File: src/rtl/ysyx_23060332_ifu_if.sv
// Bundle of the IFU's memory-fetch, IDU-delivery and redirect signals.
// master = IFU side, slave = memory/IDU/EXU side.
interface ysyx_23060332_ifu_if;
  logic        imem_req_valid;
  logic        imem_req_ready;
  logic [31:0] imem_addr;
  logic        imem_rsp_valid;
  logic [31:0] imem_rdata;
  logic        inst_valid;
  logic        inst_ready;
  logic [31:0] inst_o;
  logic [31:0] inst_addr;
  logic        redirect_valid;
  logic [31:0] redirect_addr;
  logic [31:0] fetch_cnt;
  logic        fetch_err;

  modport master (
    output imem_req_valid, imem_addr,
    input  imem_req_ready, imem_rsp_valid, imem_rdata,
    output inst_valid, inst_o, inst_addr,
    input  inst_ready, redirect_valid, redirect_addr,
    output fetch_cnt, fetch_err
  );

  modport slave (
    input  imem_req_valid, imem_addr,
    output imem_req_ready, imem_rsp_valid, imem_rdata,
    input  inst_valid, inst_o, inst_addr,
    output inst_ready, redirect_valid, redirect_addr,
    input  fetch_cnt, fetch_err
  );
endinterface

File: src/rtl/ysyx_23060332_ifu.sv
// Instruction fetch unit: PC owner, one outstanding word fetch, one held instruction.
// Optional macro IFU_MISALIGN_CHK_EN traps misaligned redirects into a sticky error state.
module ysyx_23060332_ifu #(
  parameter logic [31:0] RESET_PC = 32'h8000_0000,
  parameter logic [31:0] NOP_INST = 32'h0000_0013
) (
  input logic                 clk,
  input logic                 rst,
  ysyx_23060332_ifu_if.master bus
);

  typedef enum logic [2:0] {
    S_IDLE = 3'd0,
    S_REQ  = 3'd1,
    S_WAIT = 3'd2,
`ifdef IFU_MISALIGN_CHK_EN
    S_HOLD = 3'd3,
    S_ERR  = 3'd4
`else
    S_HOLD = 3'd3
`endif
  } state_e;

  state_e      r_state;
  logic [31:0] r_pc;
  logic        r_kill;
  logic        r_req_valid;
  logic [31:0] r_req_addr;
  logic        r_inst_valid;
  logic [31:0] r_inst;
  logic [31:0] r_inst_addr;
  logic [31:0] r_fetch_cnt;
  logic        r_fetch_err;

  logic [31:0] w_redir_pc;
  logic [31:0] w_keep_next;
  logic [31:0] w_hold_next;
`ifdef IFU_MISALIGN_CHK_EN
  logic        w_misalign;
`endif

  // Next-PC candidates; without the checker the low bits of a target are dropped.
  always_comb begin
`ifdef IFU_MISALIGN_CHK_EN
    w_redir_pc = bus.redirect_addr;
    w_misalign = bus.redirect_valid && (bus.redirect_addr[1:0] != 2'b00);
`else
    w_redir_pc = {bus.redirect_addr[31:2], 2'b00};
`endif
    if (bus.redirect_valid) begin
      w_keep_next = w_redir_pc;
      w_hold_next = w_redir_pc;
    end else begin
      w_keep_next = r_pc;
      w_hold_next = r_pc + 32'd4;
    end
  end

  // Fetch FSM with all outputs registered.
  always_ff @(posedge clk) begin
    if (rst) begin
      r_state      <= S_IDLE;
      r_pc         <= RESET_PC;
      r_kill       <= 1'b0;
      r_req_valid  <= 1'b0;
      r_req_addr   <= RESET_PC;
      r_inst_valid <= 1'b0;
      r_inst       <= NOP_INST;
      r_inst_addr  <= RESET_PC;
      r_fetch_cnt  <= 32'd0;
      r_fetch_err  <= 1'b0;
    end else begin
`ifdef IFU_MISALIGN_CHK_EN
      if (w_misalign && (r_state != S_ERR)) begin
        r_state      <= S_ERR;
        r_fetch_err  <= 1'b1;
        r_req_valid  <= 1'b0;
        r_inst_valid <= 1'b0;
        r_inst       <= NOP_INST;
        r_inst_addr  <= bus.redirect_addr;
        if ((r_state == S_HOLD) && bus.inst_ready) begin
          r_fetch_cnt <= r_fetch_cnt + 32'd1;
        end else begin
          r_fetch_cnt <= r_fetch_cnt;
        end
      end else
`endif
      begin
        case (r_state)
          S_IDLE: begin
            r_pc        <= w_keep_next;
            r_req_addr  <= w_keep_next;
            r_req_valid <= 1'b1;
            r_state     <= S_REQ;
          end
          S_REQ: begin
            // The request itself stays frozen; a redirect only retargets the refetch.
            if (bus.redirect_valid) begin
              r_pc   <= w_redir_pc;
              r_kill <= 1'b1;
            end else begin
              r_pc   <= r_pc;
              r_kill <= r_kill;
            end
            if (bus.imem_req_ready) begin
              r_req_valid <= 1'b0;
              r_state     <= S_WAIT;
            end else begin
              r_req_valid <= 1'b1;
              r_state     <= S_REQ;
            end
          end
          S_WAIT: begin
            if (bus.imem_rsp_valid) begin
              if (r_kill || bus.redirect_valid) begin
                r_kill      <= 1'b0;
                r_pc        <= w_keep_next;
                r_req_addr  <= w_keep_next;
                r_req_valid <= 1'b1;
                r_state     <= S_REQ;
              end else begin
                r_inst       <= bus.imem_rdata;
                r_inst_addr  <= r_pc;
                r_inst_valid <= 1'b1;
                r_state      <= S_HOLD;
              end
            end else if (bus.redirect_valid) begin
              r_pc   <= w_redir_pc;
              r_kill <= 1'b1;
            end else begin
              r_state <= S_WAIT;
            end
          end
          S_HOLD: begin
            if (bus.inst_ready) begin
              r_fetch_cnt  <= r_fetch_cnt + 32'd1;
              r_pc         <= w_hold_next;
              r_req_addr   <= w_hold_next;
              r_req_valid  <= 1'b1;
              r_inst_valid <= 1'b0;
              r_inst       <= NOP_INST;
              r_state      <= S_REQ;
            end else if (bus.redirect_valid) begin
              r_pc         <= w_redir_pc;
              r_req_addr   <= w_redir_pc;
              r_req_valid  <= 1'b1;
              r_inst_valid <= 1'b0;
              r_inst       <= NOP_INST;
              r_state      <= S_REQ;
            end else begin
              r_state <= S_HOLD;
            end
          end
`ifdef IFU_MISALIGN_CHK_EN
          S_ERR: begin
            r_state      <= S_ERR;
            r_req_valid  <= 1'b0;
            r_inst_valid <= 1'b0;
          end
`endif
          default: begin
            r_state      <= S_IDLE;
            r_kill       <= 1'b0;
            r_req_valid  <= 1'b0;
            r_inst_valid <= 1'b0;
            r_inst       <= NOP_INST;
          end
        endcase
      end
    end
  end

  assign bus.imem_req_valid = r_req_valid;
  assign bus.imem_addr      = r_req_addr;
  assign bus.inst_valid     = r_inst_valid;
  assign bus.inst_o         = r_inst;
  assign bus.inst_addr      = r_inst_addr;
  assign bus.fetch_cnt      = r_fetch_cnt;
`ifdef IFU_MISALIGN_CHK_EN
  assign bus.fetch_err      = r_fetch_err;
`else
  assign bus.fetch_err      = 1'b0;
`endif

endmodule

File: src/flat_wrapper.sv
// flat-port wrapper written by rule: the top's interface ports become plain ports
module ysyx_23060332_ifu_flat 
#(
  parameter logic [31:0] RESET_PC = 32'h8000_0000,
  parameter logic [31:0] NOP_INST = 32'h0000_0013
)
  (clk, rst, bus_imem_req_valid, bus_imem_addr, bus_imem_req_ready, bus_imem_rsp_valid, bus_imem_rdata, bus_inst_valid, bus_inst_o, bus_inst_addr, bus_inst_ready, bus_redirect_valid, bus_redirect_addr, bus_fetch_cnt, bus_fetch_err);
  ysyx_23060332_ifu_if bus_i ();
  input logic clk;
  input logic rst;
  output wire logic [$bits(bus_i.imem_req_valid)-1:0] bus_imem_req_valid;
  output wire logic [$bits(bus_i.imem_addr)-1:0] bus_imem_addr;
  input wire logic [$bits(bus_i.imem_req_ready)-1:0] bus_imem_req_ready;
  input wire logic [$bits(bus_i.imem_rsp_valid)-1:0] bus_imem_rsp_valid;
  input wire logic [$bits(bus_i.imem_rdata)-1:0] bus_imem_rdata;
  output wire logic [$bits(bus_i.inst_valid)-1:0] bus_inst_valid;
  output wire logic [$bits(bus_i.inst_o)-1:0] bus_inst_o;
  output wire logic [$bits(bus_i.inst_addr)-1:0] bus_inst_addr;
  input wire logic [$bits(bus_i.inst_ready)-1:0] bus_inst_ready;
  input wire logic [$bits(bus_i.redirect_valid)-1:0] bus_redirect_valid;
  input wire logic [$bits(bus_i.redirect_addr)-1:0] bus_redirect_addr;
  output wire logic [$bits(bus_i.fetch_cnt)-1:0] bus_fetch_cnt;
  output wire logic [$bits(bus_i.fetch_err)-1:0] bus_fetch_err;
  assign bus_imem_req_valid = bus_i.imem_req_valid;
  assign bus_imem_addr = bus_i.imem_addr;
  assign bus_i.imem_req_ready = bus_imem_req_ready;
  assign bus_i.imem_rsp_valid = bus_imem_rsp_valid;
  assign bus_i.imem_rdata = bus_imem_rdata;
  assign bus_inst_valid = bus_i.inst_valid;
  assign bus_inst_o = bus_i.inst_o;
  assign bus_inst_addr = bus_i.inst_addr;
  assign bus_i.inst_ready = bus_inst_ready;
  assign bus_i.redirect_valid = bus_redirect_valid;
  assign bus_i.redirect_addr = bus_redirect_addr;
  assign bus_fetch_cnt = bus_i.fetch_cnt;
  assign bus_fetch_err = bus_i.fetch_err;
  ysyx_23060332_ifu #(.RESET_PC(RESET_PC), .NOP_INST(NOP_INST)) u_core (.clk(clk), .rst(rst), .bus(bus_i));
endmodule
File: config.mk
export PLATFORM = sky130hd
export DESIGN_NAME = ysyx_23060332_ifu_flat
export DESIGN_NICKNAME = d
export VERILOG_FILES = /design/src/rtl/ysyx_23060332_ifu_if.sv /design/src/rtl/ysyx_23060332_ifu.sv /design/src/flat_wrapper.sv
export SDC_FILE = /design/constraint.sdc
export NUM_CORES = 1
export LEC_CHECK = 0
export ABC_AREA = 1
export CORE_ASPECT_RATIO = 0.6
export CORE_MARGIN = 10
export CORE_UTILIZATION = 25
export CTS_CLUSTER_SIZE = 30
export DETAILED_ROUTE_END_ITERATION = 8
export HOLD_SLACK_MARGIN = 0.1
export PLACE_DENSITY = 0.55
export SETUP_SLACK_MARGIN = 0.05
export SLEW_MARGIN = 10
export SYNTH_ARGS = -nofsm -noshare
export SYNTH_HDL_FRONTEND = slang
export SYNTH_SLANG_ARGS = --single-unit
File: constraint.sdc
create_clock -name clk -period 1.69 [get_ports clk]
set_input_delay 0.4225 -clock clk [delete_from_list [all_inputs] [get_ports clk]]
set_output_delay 0.4225 -clock clk [all_outputs]
set_load 0.1 [all_outputs]
# Yosys cells after proc, flatten, opt, wreduce, memory -nomap -nowiden
# Index checks and enable logic that the tools add are counted.
# W data, S select, Z words.
[totals]
register_bits = 166
out_inout_bits = 131
elab_cells = 73
[op_classes]
addsub = 2
n_eq_ne = 9
bitwise_logic = 3
reduce_logical = 13
n_mux = 37
[op_table]
columns = ["op", "n"]
rows = [
  ["$mux W32", 12],
  ["$pmux W32 S3", 3],
  ["$add A32 B1 Y32 const B", 1],
  ["$add A32 B3 Y32 const B", 1],
  ["$mux W1", 12],
  ["$pmux W3 S4", 1],
  ["$mux W3", 3],
  ["$reduce_and A4 Y1", 2],
  ["$eq A3 B2 Y1 const B", 2],
  ["$mux W2", 3],
  ["$ne A3 B3 Y1 const B", 2],
  ["$pmux W1 S3", 2],
  ["$reduce_and A2 Y1", 3],
  ["$reduce_and A3 Y1", 2],
  ["$reduce_bool A3 Y1", 2],
  ["$ne A2 B2 Y1 const B", 2],
  ["$pmux W1 S4", 1],
  ["$reduce_or A2 Y1", 2],
  ["$eq A3 B1 Y1 const B", 1],
  ["$logic_not A3 Y1", 1],
  ["$ne A3 B2 Y1 const B", 1],
  ["$not A1 Y1", 3],
  ["$ne A2 B1 Y1 const B", 1],
  ["$logic_or A1 B1 Y1", 1],
]

# Logic depth before layout (Yosys ltp)
[logic_depth]
ltp_word = 4
mapped_depth = 13

# Worst setup path after synthesis
# No wires, ideal clock.
[synth_timing]
path_kind = "reg-to-reg"
startpoint = "register u_core.r_fetch_cnt[0], in the netlist u_core.bus.fetch_cnt[0]"
endpoint = "register u_core.r_fetch_cnt[20], in the netlist u_core.bus.fetch_cnt[20]"
path_slack_ns = -0.641
setup_ns = 0.128
t_arrival_ns = 2.204
required_ns = 1.562
path_stages_with_launch = 11
synth_period_minus_slack_ns = 2.331
n_path_buf = 0
cell_sequence = "dfxtp_1 ha_1 inv_1 nor2_4 nand3_2 nor2_4 nand2_2 nor4_4 nand3_1 nand2_1 nor2_1"
[synth_between]
elab_chain_cells = 1
[synth_rtl]
columns = ["element", "line_no", "rtl"]
rows = [
  ["start, declared", "ysyx_23060332_ifu.sv:32", "logic [31:0] r_fetch_cnt;"],
  ["start signal, assigned", "ysyx_23060332_ifu.sv:136", "r_fetch_cnt <= r_fetch_cnt + 32'd1;"],
  ["$add A32 B1 Y32", "ysyx_23060332_ifu.sv:136", ""],
]
# No other way between the ends.
# A chain may end at the register's enable or synchronous reset.

# Final worst setup path
[layout_timing]
startpoint = "register u_core.r_pc[6]"
endpoint = "register u_core.r_pc[24]"
[layout_between]
elab_chain_cells = 4
[layout_rtl]
columns = ["element", "line_no", "rtl"]
rows = [
  ["start, declared", "ysyx_23060332_ifu.sv:25", "logic [31:0] r_pc;"],
  ["start signal, assigned", "ysyx_23060332_ifu.sv:91", "r_pc <= w_keep_next;"],
  ["start signal, assigned", "ysyx_23060332_ifu.sv:99", "r_pc <= w_redir_pc;"],
  ["start signal, assigned", "ysyx_23060332_ifu.sv:102", "r_pc <= r_pc;"],
  ["$add A32 B3 Y32", "ysyx_23060332_ifu.sv:55", "w_hold_next = r_pc + 32'd4;"],
  ["$mux W32", "ysyx_23060332_ifu.sv:50", "if (bus.redirect_valid) begin"],
  ["$mux W32", "ysyx_23060332_ifu.sv:135", "if (bus.inst_ready) begin"],
  ["$pmux W32 S3", "ysyx_23060332_ifu.sv:89", "case (r_state)"],
]
# No other way between the ends.

==> impl_metrics.json <==
{
  "status": "finished, violations left",
  "violations": "negative setup slack",
  "drv_slew": 0,
  "end_kind": "flip-flop",
  "drt-total-wl_mm": 38.7,
  "drtIter0Drc": 953,
  "gp_congestion": 0.925,
  "setup_viol": 78,
  "cap_viol_max_count": 0,
  "period_needed_ps": 1870,
  "ys_ff_latch": 165,
  "vias": 10100,
  "post_synth.cell_area_avg_um2": 6.56,
  "cts_tree": "done",
  "ff2ff_setup_slack_ps": -180,
  "finalHoldViolations": 0,
  "cp.required_ps": 2000,
  "peakVddDrop_mv": 0.649,
  "grt_pass1_wl_mm": 55.4,
  "postCtsHoldBufs": 0,
  "ys_warn_count": 0,
  "setup_slack_ps": -184,
  "cts.clk_slew.worst_paths_ps": 70,
  "firstDrtPassIters": 6,
  "portBuffers": 197,
  "ys_types": 44,
  "grt_max_degree": 85,
  "pre_cts_slack_ps": -500,
  "grt_overflow": 0,
  "p_seq_frac": 0.356,
  "wl_per_cell_um": 18.6,
  "synth_nets": 1361,
  "max_slew_margin": 0.643,
  "ant_nets": 0,
  "hp-class": "primary input to flip-flop",
  "nNetsFinal": 1689,
  "hpwl_mm": 26.1,
  "vias_per_cell": 4.88,
  "grt_use_total": 0.169,
  "cp.arrival_ps": 2190,
  "die_area_um2": 41700,
  "cts_sinks": 165,
  "min_period_over_period": 1.11,
  "placementRows": 51,
  "p_leak_nw": 6.34,
  "core_um2": 32800,
  "fmax_ghz": 0.534,
  "cts_buffers": 17,
  "max_slew.worst_pin.slew_ps": 535,
  "p_sw_frac": 0.349,
  "crit_fanout": 5,
  "area_delta_synth_final_pct": 85.5,
  "clock_latency_ps": 450,
  "synth_cells": 1285,
  "floorplan.initialDensity": 0.257,
  "netlist_area_um2": 8420,
  "power_frac_clock": 0.335,
  "drive_above_1_share": 0.380,
  "grt_pass1_vias": 9241,
  "power_density_nw_per_um2": 777,
  "seq_area_frac_synth": 0.392,
  "p_sw_mw": 4.24,
  "power.internal_mw": 7.91,
  "final_common_cell": "nand2_1",
  "grt_setup_unrepaired": "yes",
  "die_h_um": 162,
  "die_w_um": 257,
  "final.setup_skew_ps": 13.2,
  "fin_area_um2": 15600,
  "most-common-layout-cells": "386 x nand2_1, 151 x buf_12, 123 x dfxtp_1",
  "layoutNonFillerInstCount": 2078,
  "dp_cells": 1992,
  "cts_root_buffer": "clkbuf_16",
  "criticalPathCategory": "flip-flop to flip-flop",
  "crit_path_start_kind": "flip-flop",
  "grt_antenna_before_repair": 2,
  "comb_power_share": 0.309,
  "pin_count": 201,
  "placed_cell_area_um2": 13300,
  "drc_errors": 0,
  "clock_path_buffers": 2,
  "htreeDepth": 4
}
final cells by class:
cell class / count / area [um2]
antenna: 2 / 5.00
clock buffer: 21 / 480
clock inverter: 11 / 121
fill: 3139 / 17200
inverter: 96 / 395
multi-input combinational: 956 / 5430
sequential: 165 / 3420
tap: 450 / 563
timing repair buffer: 376 / 5200
timing repair inverter: 1 / 7.51
power by group through the flow:
stage | combinational (mW) | clock, mW | sequential, mW
global route | 3.93 | 4.31 | 4.35
finish | 3.75 | 4.07 | 4.33
global placement | 3.25 | 0 | 4.39
CTS | 3.59 | 4.14 | 4.32
floorplan | 0.872 | 0 | 5.36
detailed placement | 3.26 | 0 | 4.40
stage by stage:
step           setup TNS, ps  power (mW)   util  hold slack, ps
2_1_floorplan           -165        6.23      -             431
3_3_place_gp          -49130        7.64  0.406             456
3_5_place_dp          -51790        7.66  0.406             450
4_1_cts                -2360        12.1  0.446             435
5_1_grt               -14780        12.6  0.476             467
6_report               -6530        12.1  0.476             445
worst max-delay path, stage by stage, from the launching register on:
cell,delay [ps]
dfxtp_1,370
nand2_1,120
nor2_1,280
nand2_4,110
nor2_4,140
buf_6,140
buf_12,130
nand3_2,50
nand2_1,70
nand3_1,60
nand2_1,90
nand2_1,60
nand2_1,60
a21oi_1,50
metal layers:
| metal | global-route usage | up-vias | part of all wire |
|---|---|---|---|
| met5 | 0 | - | 0 |
| met4 | 0.0555 | 0 | 0.020 |
| met3 | 0.0489 | 50 | 0.084 |
| met2 | 0.247 | 400 | 0.44 |
| met1 | 0.232 | 4796 | 0.46 |
| li1 | - | 4885 | - |
path summary, 6_finish.rpt:
| check | from | endpoint | cells after the start |
|---|---|---|---|
| worst max-delay path | u_core.r_pc[6] | u_core.r_pc[24] | 13 |
| worst min-delay path | rst | u_core.bus.inst_o[1] | 4 |
| worst max register to register | u_core.r_pc[6] | u_core.r_pc[24] | 13 |
| worst min register to register | u_core.r_pc[1] | u_core.r_pc[1] | 2 |
synth_stat cells (all sizes together):
cell type / number / area [um2]
nor2: 115 / 479
a31oi: 10 / 62.6
ha: 6 / 75.1
a21oi: 145 / 726
o21a: 1 / 7.51
nand3: 58 / 295
clkbuf: 39 / 146
conb: 1 / 3.75
o22ai: 3 / 18.8
inv: 96 / 360
and3: 1 / 6.26
nand3b: 1 / 7.51
a41oi: 5 / 43.8
a21boi: 4 / 30.0
dfxtp: 165 / 3300
a221oi: 15 / 131
nor3: 29 / 160
nor4: 1 / 21.3
nor2b: 1 / 6.26
nor3b: 2 / 15.0
nand4: 24 / 156
nand2: 441 / 1670
o21ai: 70 / 350
a22oi: 1 / 7.51
xnor2: 5 / 43.8
o211ai: 2 / 15.0
xor2: 5 / 43.8
or2: 7 / 43.8
o2111a: 1 / 11.3
buf: 29 / 159
o221a: 1 / 11.3
o21ba: 1 / 10.0
logic make-up (layout without fill, tap and decap cells):
family	count (synthesis)	after routing	share of synthesized area
buf+inv	164	505	0.0790
other cells	1	3	0.000445
xor+xnor	10	10	0.0104
simple gates	680	680	0.340
fa+ha+maj	6	6	0.00891
flops	165	165	0.392
compound gates	259	259	0.169
flip-flops by register name (all words and copies together), names as in the netlist:
| register | flops |
|---|---|
| u_core.r_kill | 1 |
| u_core.r_state | 2 |
| u_core.bus.imem_addr | 32 |
| u_core.bus.inst_o | 32 |
| u_core.bus.inst_addr | 32 |
| u_core.r_pc | 32 |
| u_core.bus.fetch_cnt | 32 |
| u_core.bus.inst_valid | 1 |
| u_core.bus.imem_req_valid | 1 |
what timing repair did:
| item | CTS | global route |
|---|---|---|
| setup endpoints to repair | 112 | 146 |
| resized for setup | 100 | 206 |
| hold endpoints to repair | 0 | 0 |
| pin swaps | 36 | 91 |
| setup buffers | 24 | 26 |
| gates cloned | 6 | 7 |
Power figures use the tool's default switching activity.
